`src/rtl/mont_pkg.sv`:
```
// Shared definitions for the Montgomery domain converter and mod_exponent users.
package mont_pkg;

  typedef enum logic [1:0] {
    IDLE,
    RUN,
    FINAL,
    DONE
  } mont_state_t;

  localparam logic MODE_ENCODE = 1'b0;
  localparam logic MODE_DECODE = 1'b1;

endpackage

```
`src/rtl/mont_convert_if.sv`:
```
// Request/result bundle of mont_convert; the slave side is the converter.
interface mont_convert_if #(
  parameter int WIDTH = 16
);
  logic [WIDTH-1:0] value_in;
  logic [WIDTH-1:0] modulo_in;
  logic             mode_in;
  logic             valid_in;
  logic [WIDTH-1:0] value_out;
  logic [WIDTH-1:0] r_mod_out;
  logic             valid_out;
  logic             error_out;
  logic             busy_out;

  modport slave (
    input  value_in, modulo_in, mode_in, valid_in,
    output value_out, r_mod_out, valid_out, error_out, busy_out
  );

  modport master (
    output value_in, modulo_in, mode_in, valid_in,
    input  value_out, r_mod_out, valid_out, error_out, busy_out
  );
endinterface

```
`src/rtl/mont_bit_step.sv`:
```
// One conversion iteration: double-and-reduce (encode) or conditional add-n then halve (decode).
module mont_bit_step
  import mont_pkg::*;
#(
  parameter int WIDTH = 16
) (
  input  logic             mode,
  input  logic [WIDTH:0]   acc,
  input  logic [WIDTH-1:0] modulo,
  output logic [WIDTH:0]   result
);

  logic [WIDTH+1:0] wide_n;
  logic [WIDTH+1:0] dbl;
  logic [WIDTH+1:0] sum;

  always_comb begin
    wide_n = (WIDTH+2)'(modulo);
    dbl    = {acc, 1'b0};
    sum    = (WIDTH+2)'(acc) + wide_n;
    result = '0;
    if (mode == MODE_ENCODE) begin
      result = (dbl >= wide_n) ? (WIDTH+1)'(dbl - wide_n) : (WIDTH+1)'(dbl);
    end else begin
      // acc < n keeps acc + n below 2^(WIDTH+1), so the halved sum fits
      result = acc[0] ? (WIDTH+1)'(sum >> 1) : (WIDTH+1)'({1'b0, acc} >> 1);
    end
  end

endmodule

```
`src/rtl/mont_convert.sv`:
```
// Bit-serial conversion into (x*R mod n) and out of (x*R^-1 mod n) the Montgomery domain.
module mont_convert
  import mont_pkg::*;
#(
  parameter int WIDTH = 16
) (
  input  logic           clk_in,
  input  logic           rst_in,
  mont_convert_if.slave  bus
);

  localparam int CNT_W = $clog2(WIDTH + 1);
  localparam logic [CNT_W-1:0] LAST_CNT = CNT_W'(WIDTH - 1);

  mont_state_t      state;
  logic [CNT_W-1:0] cnt;
  logic [WIDTH:0]   acc_a;
  logic [WIDTH:0]   acc_r;
  logic [WIDTH-1:0] n_q;
  logic             mode_q;
  logic [WIDTH:0]   next_a;
  logic [WIDTH:0]   next_r;
  logic             bad_req;

  logic [WIDTH-1:0] value_q;
  logic [WIDTH-1:0] r_mod_q;
  logic             valid_q;
  logic             error_q;
  logic             busy_q;

  mont_bit_step #(.WIDTH(WIDTH)) u_step_a (
    .mode   (mode_q),
    .acc    (acc_a),
    .modulo (n_q),
    .result (next_a)
  );

  // R mod n is obtained by doubling 1 alongside the operand
  mont_bit_step #(.WIDTH(WIDTH)) u_step_r (
    .mode   (MODE_ENCODE),
    .acc    (acc_r),
    .modulo (n_q),
    .result (next_r)
  );

  always_comb begin
    bad_req = 1'b0;
    if (!bus.modulo_in[0] || (bus.modulo_in < WIDTH'(3)) || (bus.value_in >= bus.modulo_in))
      bad_req = 1'b1;
  end

  always_ff @(posedge clk_in or negedge rst_in) begin
    if (!rst_in) begin
      state   <= IDLE;
      cnt     <= '0;
      acc_a   <= '0;
      acc_r   <= '0;
      n_q     <= '0;
      mode_q  <= MODE_ENCODE;
      value_q <= '0;
      r_mod_q <= '0;
      valid_q <= 1'b0;
      error_q <= 1'b0;
      busy_q  <= 1'b0;
    end else begin
      case (state)
        IDLE: begin
          valid_q <= 1'b0;
          error_q <= 1'b0;
          if (bus.valid_in) begin
            n_q    <= bus.modulo_in;
            mode_q <= bus.mode_in;
            acc_a  <= {1'b0, bus.value_in};
            acc_r  <= (WIDTH+1)'(1);
            cnt    <= '0;
            busy_q <= 1'b1;
            if (bad_req) begin
              state   <= DONE;
              value_q <= '0;
              r_mod_q <= '0;
              valid_q <= 1'b1;
              error_q <= 1'b1;
            end else begin
              state <= RUN;
            end
          end
        end
        RUN: begin
          acc_a <= next_a;
          acc_r <= next_r;
          cnt   <= cnt + CNT_W'(1);
          if (cnt == LAST_CNT)
            state <= FINAL;
        end
        FINAL: begin
          value_q <= (acc_a >= (WIDTH+1)'(n_q)) ? WIDTH'(acc_a - (WIDTH+1)'(n_q)) : WIDTH'(acc_a);
          r_mod_q <= (mode_q == MODE_ENCODE) ? WIDTH'(acc_r) : '0;
          valid_q <= 1'b1;
          error_q <= 1'b0;
          state   <= DONE;
        end
        DONE: begin
          valid_q <= 1'b0;
          error_q <= 1'b0;
          busy_q  <= 1'b0;
          state   <= IDLE;
        end
        default: state <= IDLE;
      endcase
    end
  end

  assign bus.value_out = value_q;
  assign bus.r_mod_out = r_mod_q;
  assign bus.valid_out = valid_q;
  assign bus.error_out = error_q;
  assign bus.busy_out  = busy_q;

endmodule

```
`src/flat_wrapper.sv`:
```
// flat-port wrapper written by rule: the top's interface ports become plain ports
module mont_convert_flat import mont_pkg::*;
#(
  parameter int WIDTH = 16
)
  (clk_in, rst_in, bus_value_in, bus_modulo_in, bus_mode_in, bus_valid_in, bus_value_out, bus_r_mod_out, bus_valid_out, bus_error_out, bus_busy_out);
  mont_convert_if #(.WIDTH(WIDTH)) bus_i ();
  input  logic clk_in;
  input  logic rst_in;
  input wire logic [$bits(bus_i.value_in)-1:0] bus_value_in;
  input wire logic [$bits(bus_i.modulo_in)-1:0] bus_modulo_in;
  input wire logic [$bits(bus_i.mode_in)-1:0] bus_mode_in;
  input wire logic [$bits(bus_i.valid_in)-1:0] bus_valid_in;
  output wire logic [$bits(bus_i.value_out)-1:0] bus_value_out;
  output wire logic [$bits(bus_i.r_mod_out)-1:0] bus_r_mod_out;
  output wire logic [$bits(bus_i.valid_out)-1:0] bus_valid_out;
  output wire logic [$bits(bus_i.error_out)-1:0] bus_error_out;
  output wire logic [$bits(bus_i.busy_out)-1:0] bus_busy_out;
  assign bus_i.value_in = bus_value_in;
  assign bus_i.modulo_in = bus_modulo_in;
  assign bus_i.mode_in = bus_mode_in;
  assign bus_i.valid_in = bus_valid_in;
  assign bus_value_out = bus_i.value_out;
  assign bus_r_mod_out = bus_i.r_mod_out;
  assign bus_valid_out = bus_i.valid_out;
  assign bus_error_out = bus_i.error_out;
  assign bus_busy_out = bus_i.busy_out;
  mont_convert #(.WIDTH(WIDTH)) u_core (.clk_in(clk_in), .rst_in(rst_in), .bus(bus_i));
endmodule
```
`config.mk`:
```
export PLATFORM = sky130hd
export DESIGN_NAME = mont_convert_flat
export DESIGN_NICKNAME = d
export VERILOG_FILES = /design/src/rtl/mont_pkg.sv /design/src/rtl/mont_convert_if.sv /design/src/rtl/mont_bit_step.sv /design/src/rtl/mont_convert.sv /design/src/flat_wrapper.sv
export SDC_FILE = /design/constraint.sdc
export NUM_CORES = 1
export LEC_CHECK = 0
export CAP_MARGIN = 0
export CORE_ASPECT_RATIO = 1.1
export CORE_MARGIN = 4
export CORE_UTILIZATION = 64
export DETAILED_ROUTE_END_ITERATION = 10
export PLACE_DENSITY = 0.87
export SLEW_MARGIN = 20
export SYNTH_ARGS = -nofsm -noshare
export SYNTH_HDL_FRONTEND = slang
export SYNTH_SLANG_ARGS = --single-unit
export TNS_END_PERCENT = 50
```
`constraint.sdc`:
```
create_clock -name clk_in -period 7 [get_ports clk_in]
set_input_delay 2.1 -clock clk_in [delete_from_list [all_inputs] [get_ports clk_in]]
set_output_delay 2.1 -clock clk_in [all_outputs]
set_load 0.03 [all_outputs]
```
==> results.py, run 1 <==
metrics = {
    "min_path": {
        "hp-class": "register to register",
    },
    "cts": {
        "cts_buffer_depth": 2,
        "clock_sinks": 93,
        "hold_buffers": 0,
        "cts-resized-gates": 0,
        "htree_levels": 3,
        "path_clk_slew_ps": 70,
        "cts_setup_buffers": 0,
        "cts-root-buf": "clkbuf_16",
        "clkLatencyLatePin_ps": 360,
        "cts_buffers": 9,
        "cts_tree": "done",
    },
    "timing": {
        "setup_violations": 0,
        "slew_violations": 0,
        "skew_ps": 7.927,
        "max_freq_mhz": 203.4,
        "fin_crit_sh": 0.7022,
        "finalSetupTns_ps": 0,
        "worst_pin_slew_ps": 942.8,
        "rsz0062_at_grt": "false",
        "final.min_clock_period_ps": 4916,
        "hold_viol_final": 0,
        "slew_headroom": 0.3714,
    },
    "drt": {
        "wl_mm": 22.69,
        "vias": 7895,
        "route.detailed.drc": 0,
        "first_pass_iters": 5,
        "drt_iter0_markers": 710,
        "drtAntennaViolNets": 0,
        "avgRoutedWirePerCell_um": 18.39,
        "vias_per_cell": 6.398,
    },
    "yosys": {
        "syn_nets": 1157,
        "synth-async-reset-ratio": 1.000,
        "synth_seq_cells": 93,
        "yosysSeqAreaShare": 0.2771,
        "synthCells": 1030,
        "yosysUniqueCellTypes": 74,
        "synth_edf_count": 0,
        "syn-cell-area_mm2": 0.008399,
        "synth_flop_cell": "dfrtp_1",
        "syn_avg_cell_area_um2": 8.155,
        "yosysWarningCount": 0,
    },
    "grt": {
        "met3_usage": 0.04721,
        "grt_max_degree": 49,
        "grt_pass1_vias": 7243,
        "top_usage_layer": "met2",
        "grt_overflow": 0,
        "gr-usage-all-layers": 0.3080,
        "grt_pass1_wl_mm": 36.22,
        "use_met1": 0.4332,
        "grtUsageMet2": 0.4640,
        "antenna_found_initial": 0,
    },
    "final_layout": {
        "nets": 1199,
        "final_common_cell": "nand2_1",
        "drive_gt1_frac": 0.05107,
        "layout.cells.non_filler": 1234,
        "area_growth_pct": 12.35,
        "final_area_mm2": 0.009437,
        "num_antenna_cells": 0,
        "final_cell_mix": "136 x nand2_1, 93 x dfrtp_1, 87 x o21ai_0, 87 x ha_1, 70 x inv_1",
    },
    "floorplanning": {
        "die_width_um": 117.2,
        "die_h_um": 128.2,
        "io_pins": 71,
        "core_mm2": 0.01275,
        "rows": 43,
        "initial_core_util": 0.6587,
        "dieArea_mm2": 0.01502,
    },
    "critical_path": {
        "crit_arrival_ps": 5200,
        "cp_max_fo": 17,
        "worstSetupPathType": "input pin to register",
        "endpoint_kind": "register",
        "cp.required_ps": 7280,
        "critPathLaunchType": "input pin",
    },
    "outcome": {
        "outcome": "completed",
    },
    "placement": {
        "placed_cells": 1218,
        "port_buffers": 70,
        "hpwl_mm": 17.73,
        "gp_congestion": 1.013,
        "placed_area_mm2": 0.009140,
    },
    "flow_run": {
        "timing.max_cap.violations": 0,
    },
}
==> metrics by stage <==
step / hold slack [ps] / setup slack [ps] / utilization
after floorplan: 466.0 / 2919 / -
after global placement: 461.5 / 1810 / 0.7168
after detailed placement: 468.8 / 1732 / 0.7168
after CTS: 484.7 / 2098 / 0.7399
after global routing: 509.9 / 1926 / 0.7401
final: 478.1 / 2084 / 0.7401
==> worst paths after layout <==
kind                                         startpoint  slack (ps)                        to  depth (start not counted)
worst max-delay path                   bus_modulo_in[6]        2080  u_core.bus.value_out[14]                         11
worst min-delay path            u_core.bus.r_mod_out[3]         480   u_core.bus.r_mod_out[3]                          2
worst max register to register          u_core.acc_a[0]        2810           u_core.acc_a[9]                         10
worst min register to register  u_core.bus.r_mod_out[3]         480   u_core.bus.r_mod_out[3]                          2
max in group asynchronous                        rst_in        4240          u_core.acc_a[16]                          2
min in group asynchronous                        rst_in        1730   u_core.bus.value_out[4]                          1
==> area by class of cell <==
type | instances | area (µm²)
clock buffer | 9 | 225.2
sequential | 93 | 2327
fill | 1023 | 3314
clock inverter | 7 | 68.82
multi-input combinational | 817 | 5583
inverter | 72 | 270.3
timing repair buffer | 79 | 765.7
tap | 157 | 196.4
==> synthesized netlist by cell type, types with 17 or more instances <==
| cell | number | area, µm² |
|---|---|---|
| dfrtp_1 | 93 | 2327 |
| nor2_1 | 66 | 247.7 |
| nor3_1 | 23 | 115.1 |
| xnor2_1 | 35 | 306.5 |
| o21ai_0 | 87 | 435.4 |
| inv_1 | 70 | 262.8 |
| a21oi_1 | 65 | 325.3 |
| ha_1 | 87 | 1089 |
| nand2_1 | 136 | 510.5 |
| o211ai_1 | 17 | 127.6 |
| mux2i_1 | 30 | 300.3 |
| clkbuf_1 | 30 | 112.6 |
==> flip-flops by register name (all words and copies together), names as in the netlist, 2 cells and up <==
name,cells
u_core.bus.r_mod_out,16
u_core.cnt,5
u_core.n_q,16
u_core.state,2
u_core.acc_a,17
u_core.acc_r,17
u_core.bus.value_out,16
==> routing by layer <==
| metal | up-vias | wire, µm |
|---|---|---|
| li1 | 3795 | - |
| met1 | 3705 | 10030 |
| met2 | 353 | 9874 |
| met3 | 42 | 1859 |
| met4 | 0 | 931 |
| met5 | - | 0 |
==> logic make-up after synthesis <==
logic type,Yosys count,share of synthesized area
and+or+nand+nor,322,0.1758
xor gates and xnor gates,41,0.04275
DFF,93,0.2771
buffers and inverters,120,0.06033
AOI/OAI and AO/OA,326,0.2598
muxes,37,0.04514
adders and majority gates,91,0.1391
==> worst max-delay path, stage by stage <==
cell and delay [ps]:
clkdlybuf4s50_1 480, inv_1 60, ha_1 290, and3_1 180, o211ai_1 100, o2111a_1 270, o31ai_1 650, a31oi_4 190
nand2b_1 450, o31a_1 360, o21ai_1 60
Power of run 1 is left out: the tool's default activity adds up to more than one toggle a clock period on the data nets, which glitch-free logic cannot reach.
==> run 2: changes to the inputs <==
CORE_UTILIZATION = 54   (was 64)
PLACE_DENSITY = 0.78   (was 0.87)
clock period = 3.95 ns   (was 7 ns; I/O delays follow)
==> run 2 against run 1 <==
Final area grew 3.4%. Die area rose by 17%. Hold slack is essentially flat. First-iteration DRC count rose by 13%. Non-clock buffer count rose by 33. Clock skew decreased by 1.5 ps. Sequential share of layout area is 0.80 points lower. Utilization down 9.7 points. Setup slack worse by 1700 ps. Cell count rose by 5.8%. Critical path type unchanged.
==> results.py, run 2 (synthesis gave the netlist of run 1 again) <==
metrics = {
    "timing": {
        "final.min_clock_period_ps": 3562,
        "hold_viol_final": 0,
        "fin_crit_sh": 0.9019,
        "rsz0062_at_grt": "false",
        "slew_headroom": 0.2873,
        "finalSetupTns_ps": 0,
        "max_freq_mhz": 280.7,
        "worst_pin_slew_ps": 1067,
        "skew_ps": 6.380,
        "slew_violations": 0,
        "setup_violations": 0,
    },
    "cts": {
        "clkLatencyLatePin_ps": 360,
        "cts_buffer_depth": 2,
        "cts_tree": "done",
        "cts_setup_buffers": 0,
        "cts_buffers": 9,
        "cts-root-buf": "clkbuf_16",
        "cts-resized-gates": 0,
        "path_clk_slew_ps": 70,
        "hold_buffers": 0,
        "htree_levels": 3,
        "clock_sinks": 93,
    },
    "outcome": {
        "outcome": "completed",
    },
    "floorplanning": {
        "core_mm2": 0.01517,
        "die_width_um": 126.9,
        "dieArea_mm2": 0.01762,
        "rows": 47,
        "die_h_um": 138.8,
        "initial_core_util": 0.5536,
        "io_pins": 71,
    },
    "critical_path": {
        "cp_max_fo": 15,
        "crit_arrival_ps": 3830,
        "critical-path-max-stage-delay_ps": 480,
        "worst-path-buf-inv": 3,
        "crit_family": "compound AO/OA/AOI/OAI gates",
        "endpoint_kind": "register",
        "critPathLaunchType": "input pin",
        "slowest_stage": "clkdlybuf4s50_1",
        "cp.required_ps": 4220,
        "worstSetupPathType": "input pin to register",
        "crit_chain": "clkdlybuf4s50_1 -> inv_1 -> ha_1 -> and3_1 -> o211ai_1 -> o2111a_1 -> o31ai_2 -> a31oi_4 -> nand2b_1 -> buf_4 -> o21ai_0",
    },
    "placement": {
        "gp_congestion": 1.020,
        "port_buffers": 70,
        "hpwl_mm": 19.61,
    },
    "final_layout": {
        "largestRegisters": "u_core.acc_a: 17 flops, u_core.acc_r: 17 flops",
        "drive_gt1_frac": 0.07928,
        "final_common_cell": "nand2_1",
        "nFillCells": 1357,
        "nets": 1232,
        "final_cell_mix": "136 x nand2_1, 93 x dfrtp_1, 87 x o21ai_0, 87 x ha_1, 70 x inv_1",
        "num_antenna_cells": 0,
        "area_growth_pct": 16.12,
    },
    "grt": {
        "grt_max_degree": 81,
        "grt_overflow": 0,
        "grt_pass1_vias": 7420,
        "gr-usage-all-layers": 0.2794,
        "antenna_found_initial": 0,
        "grt_pass1_wl_mm": 39.34,
    },
    "drt": {
        "avgRoutedWirePerCell_um": 18.88,
        "wl_mm": 24.66,
        "vias": 8021,
        "route.detailed.drc": 0,
        "drtAntennaViolNets": 0,
        "vias_per_cell": 6.142,
        "first_pass_iters": 5,
        "drt_iter0_markers": 800,
    },
    "min_path": {
        "hp-class": "register to register",
    },
    "flow_run": {
        "timing.max_cap.violations": 0,
    },
}
[run 2: cell type report]
class / instances / area [µm²] / area share
multi-input combinational: 817 / 5585 / 0.5727
sequential: 93 / 2327 / 0.2386
timing repair buffer: 112 / 1030 / 0.1056
inverter: 72 / 270.3 / 0.02771
tap: 196 / 245.2 / 0.02514
clock buffer: 9 / 225.2 / 0.02309
clock inverter: 7 / 70.07 / 0.007184
[run 2: worst reg2reg max path: stages, from the launching register on]
cell and delay, ps:
dfrtp_1 570, buf_4 260, fa_1 430, nand2b_1 190, a21oi_1 250, o21ba_2 220, o21a_1 350, nor2_1 120
o311ai_0 720, a2bb2oi_1 250, nor2_1 60
[run 2: worst paths after layout]
| check | from | end | slack, ps | cells past startpoint |
|---|---|---|---|---|
| worst max-delay path | bus_modulo_in[5] | u_core.bus.value_out[2] | 390 | 11 |
| worst min-delay path | u_core.bus.r_mod_out[2] | u_core.bus.r_mod_out[2] | 480 | 2 |
| worst max register to register | u_core.n_q[0] | u_core.acc_a[10] | 410 | 10 |
| worst min register to register | u_core.bus.r_mod_out[2] | u_core.bus.r_mod_out[2] | 480 | 2 |
| max in group asynchronous | rst_in | u_core.acc_a[10] | 2440 | 2 |
| min in group asynchronous | rst_in | u_core.acc_a[7] | 830 | 1 |
[run 2: through the flow]
step                setup WS [ps]  instance area (µm²)  cells  hold WS [ps]    util
finish                      387.7                 9753   1306         477.7  0.6428
global route                170.1                 9753   1306         517.0  0.6428
CTS                         150.8                 9737   1305         487.3  0.6418
detailed placement         -216.9                 9442   1289         471.9  0.6223
global placement           -90.88                 9442   1289         463.7  0.6223
floorplan                   783.5                 8399   1030         466.0       -
[run 2: per-layer routing]
metal | GRT usage | vias to the layer above | wire [µm]
li1 | - | 3874 | -
met1 | 0.4028 | 3711 | 10800
met2 | 0.4298 | 383 | 10780
met3 | 0.04854 | 53 | 2292
met4 | 0.08300 | 0 | 783
met5 | 0 | - | 0
Power of run 2 is left out for the same reason.
==> run 3: changes to the inputs <==
RECOVER_POWER = 50   (was not set)
==> run 3 against run 2 <==
The run now ends with capacitance limit, slew limit left. Global-route usage did not move. Critical path depth did not move. Non-clock buffer count did not move. Critical path type unchanged. First-iteration DRC count fell by 0.38%. Critical endpoint unchanged. Largest cell class unchanged. Count of clock-buffer cells in the layout did not move. Sequential cell count did not move. Utilization fell by 0.12 points. Register-to-register slack improved by 40 ps. Hold slack barely moved. Clock skew barely moved.
==> results.py, run 3 (synthesis gave the netlist of run 1 again) <==
metrics = {
    "drt": {
        "vias_per_cell": 6.174,
        "vias": 8063,
        "route.detailed.drc": 0,
        "avgRoutedWirePerCell_um": 18.92,
        "first_pass_iters": 7,
        "wl_mm": 24.71,
        "drtAntennaViolNets": 0,
        "drt_iter0_markers": 797,
    },
    "timing": {
        "slew_headroom": -0.3088,
        "slew_violations": 81,
        "skew_ps": 6.346,
        "final.min_clock_period_ps": 3565,
        "worst_pin_slew_ps": 1963,
        "rsz0062_at_grt": "false",
        "timing.hold.ws_ps": 477.6,
        "hold_viol_final": 0,
        "finalSetupTns_ps": 0,
        "max_freq_mhz": 280.5,
        "fin_crit_sh": 0.9026,
        "setup_violations": 0,
    },
    "cts": {
        "clkLatencyLatePin_ps": 360,
        "htree_levels": 3,
        "hold_buffers": 0,
        "cts_tree": "done",
        "cts-root-buf": "clkbuf_16",
        "path_clk_slew_ps": 70,
        "cts_buffers": 9,
        "clock_sinks": 93,
        "cts_buffer_depth": 2,
    },
    "min_path": {
        "holdPathEnd": "u_core.bus.r_mod_out[2]",
        "whs_path_depth": 2,
        "hp-class": "register to register",
        "hold_start": "u_core.bus.r_mod_out[2]",
    },
    "critical_path": {
        "rrSetupSlack_ps": 450,
        "critical-path-max-stage-delay_ps": 480,
        "slowest_stage": "clkdlybuf4s50_1",
        "crit_arrival_ps": 3840,
        "r2r_start": "u_core.n_q[0]",
        "reg2reg_to": "u_core.acc_a[10]",
        "critPathLaunchType": "input pin",
        "crit_chain": "clkdlybuf4s50_1 -> inv_1 -> ha_1 -> and3_1 -> o211ai_1 -> o2111a_1 -> o31ai_2 -> a31oi_4 -> nand2b_1 -> buf_4 -> o21ai_0",
        "cp.required_ps": 4220,
        "worstSetupPathType": "input pin to register",
        "endpoint_kind": "register",
        "ff2ff_path_depth": 10,
        "cp_max_fo": 15,
    },
    "final_layout": {
        "area_growth_pct": 15.91,
        "register_area_mm2": 0.002327,
        "num_antenna_cells": 0,
        "fin_util": 0.6417,
        "drive_gt1_frac": 0.07658,
        "layout.cells.non_filler": 1306,
        "multi_input_area_mm2": 0.005585,
        "nFillCells": 1364,
        "final_cell_mix": "136 x nand2_1, 93 x dfrtp_1, 87 x o21ai_0, 87 x ha_1, 70 x inv_1",
        "final_common_cell": "nand2_1",
        "nets": 1232,
        "largestRegisters": "u_core.acc_a: 17 flops, u_core.acc_r: 17 flops",
    },
    "placement": {
        "placed_cells": 1289,
        "hpwl_mm": 19.61,
        "gp_congestion": 1.020,
        "port_buffers": 70,
    },
    "floorplanning": {
        "core_mm2": 0.01517,
        "rows": 47,
        "die_h_um": 138.8,
        "die_width_um": 126.9,
        "initial_core_util": 0.5536,
        "io_pins": 71,
        "dieArea_mm2": 0.01762,
    },
    "grt": {
        "grt_max_degree": 81,
        "gr-usage-all-layers": 0.2794,
        "grt_overflow": 0,
        "grt_pass1_wl_mm": 39.34,
        "grt_pass1_vias": 7420,
        "antenna_found_initial": 0,
    },
    "outcome": {
        "violations": "capacitance limit, slew limit",
        "outcome": "complete, but fails checks",
    },
    "flow_run": {
        "timing.max_cap.violations": 1,
    },
}
## run 3: changes by cell type in the layout (fill, tap and decap cells not counted)
cell             previous run  this run
buf_4                      41        38
and2_0                      0         1
dlygate4sd3_1               0         1
clkbuf_1                    0         3
clkdlybuf4s50_1            69        68
clkbuf_2                    0         1
buf_6                       1         0
and2_1                      3         2
## run 3: how the worst max path moves through the flow
stage,start,endpoint
finish,bus_modulo_in[5],u_core.bus.value_out[2]
global route,bus_modulo_in[6],u_core.bus.value_out[2]
CTS,bus_modulo_in[6],u_core.bus.value_out[2]
global placement,bus_modulo_in[6],u_core.bus.value_out[3]
floorplan,bus_modulo_in[5],u_core.bus.value_out[15]
detailed placement,bus_modulo_in[6],u_core.bus.value_out[2]
## run 3: final cells by class
| cell class | count | share of cell area |
|---|---|---|
| inverters | 72 | 0.02776 |
| well taps | 196 | 0.02519 |
| multi-input cells | 817 | 0.5737 |
| flip-flops and latches | 93 | 0.2390 |
| clock inverters | 7 | 0.007197 |
| repair buffers | 112 | 0.1040 |
| clock buffers | 9 | 0.02313 |
## run 3: per-stage QoR
| step | area (µm²) | setup WS [ps] |
|---|---|---|
| after floorplan | 8399 | 783.5 |
| after CTS | 9737 | 150.8 |
| final | 9736 | 384.7 |
| after detailed placement | 9442 | -216.9 |
| after global routing | 9736 | 170.1 |
| after global placement | 9442 | -90.88 |
## run 3: timing repair
| action | in CTS | in global routing |
|---|---|---|
| setup buffers | 0 | 0 |
| resized for setup | 0 | 1 |
| setup endpoints to repair | 0 | 7 |
## run 3: critical path: cells and delay by family
| kind | cells | cell delay [ps] |
|---|---|---|
| AOI/OAI and AO/OA | 5 | 1210 |
| buffers and inverters | 3 | 750 |
| adders and majority gates | 1 | 290 |
| and+or+nand+nor | 2 | 400 |
## run 3: per-layer routing
layer | share of wire | vias up | GRT usage | wire length (µm)
met5 | 0 | - | 0 | 0
met4 | 0.028 | 0 | 0.08300 | 694
met3 | 0.091 | 46 | 0.04854 | 2253
met2 | 0.44 | 377 | 0.4298 | 10920
met1 | 0.44 | 3762 | 0.4028 | 10850
li1 | - | 3878 | - | -
Power of run 3 is left out for the same reason.
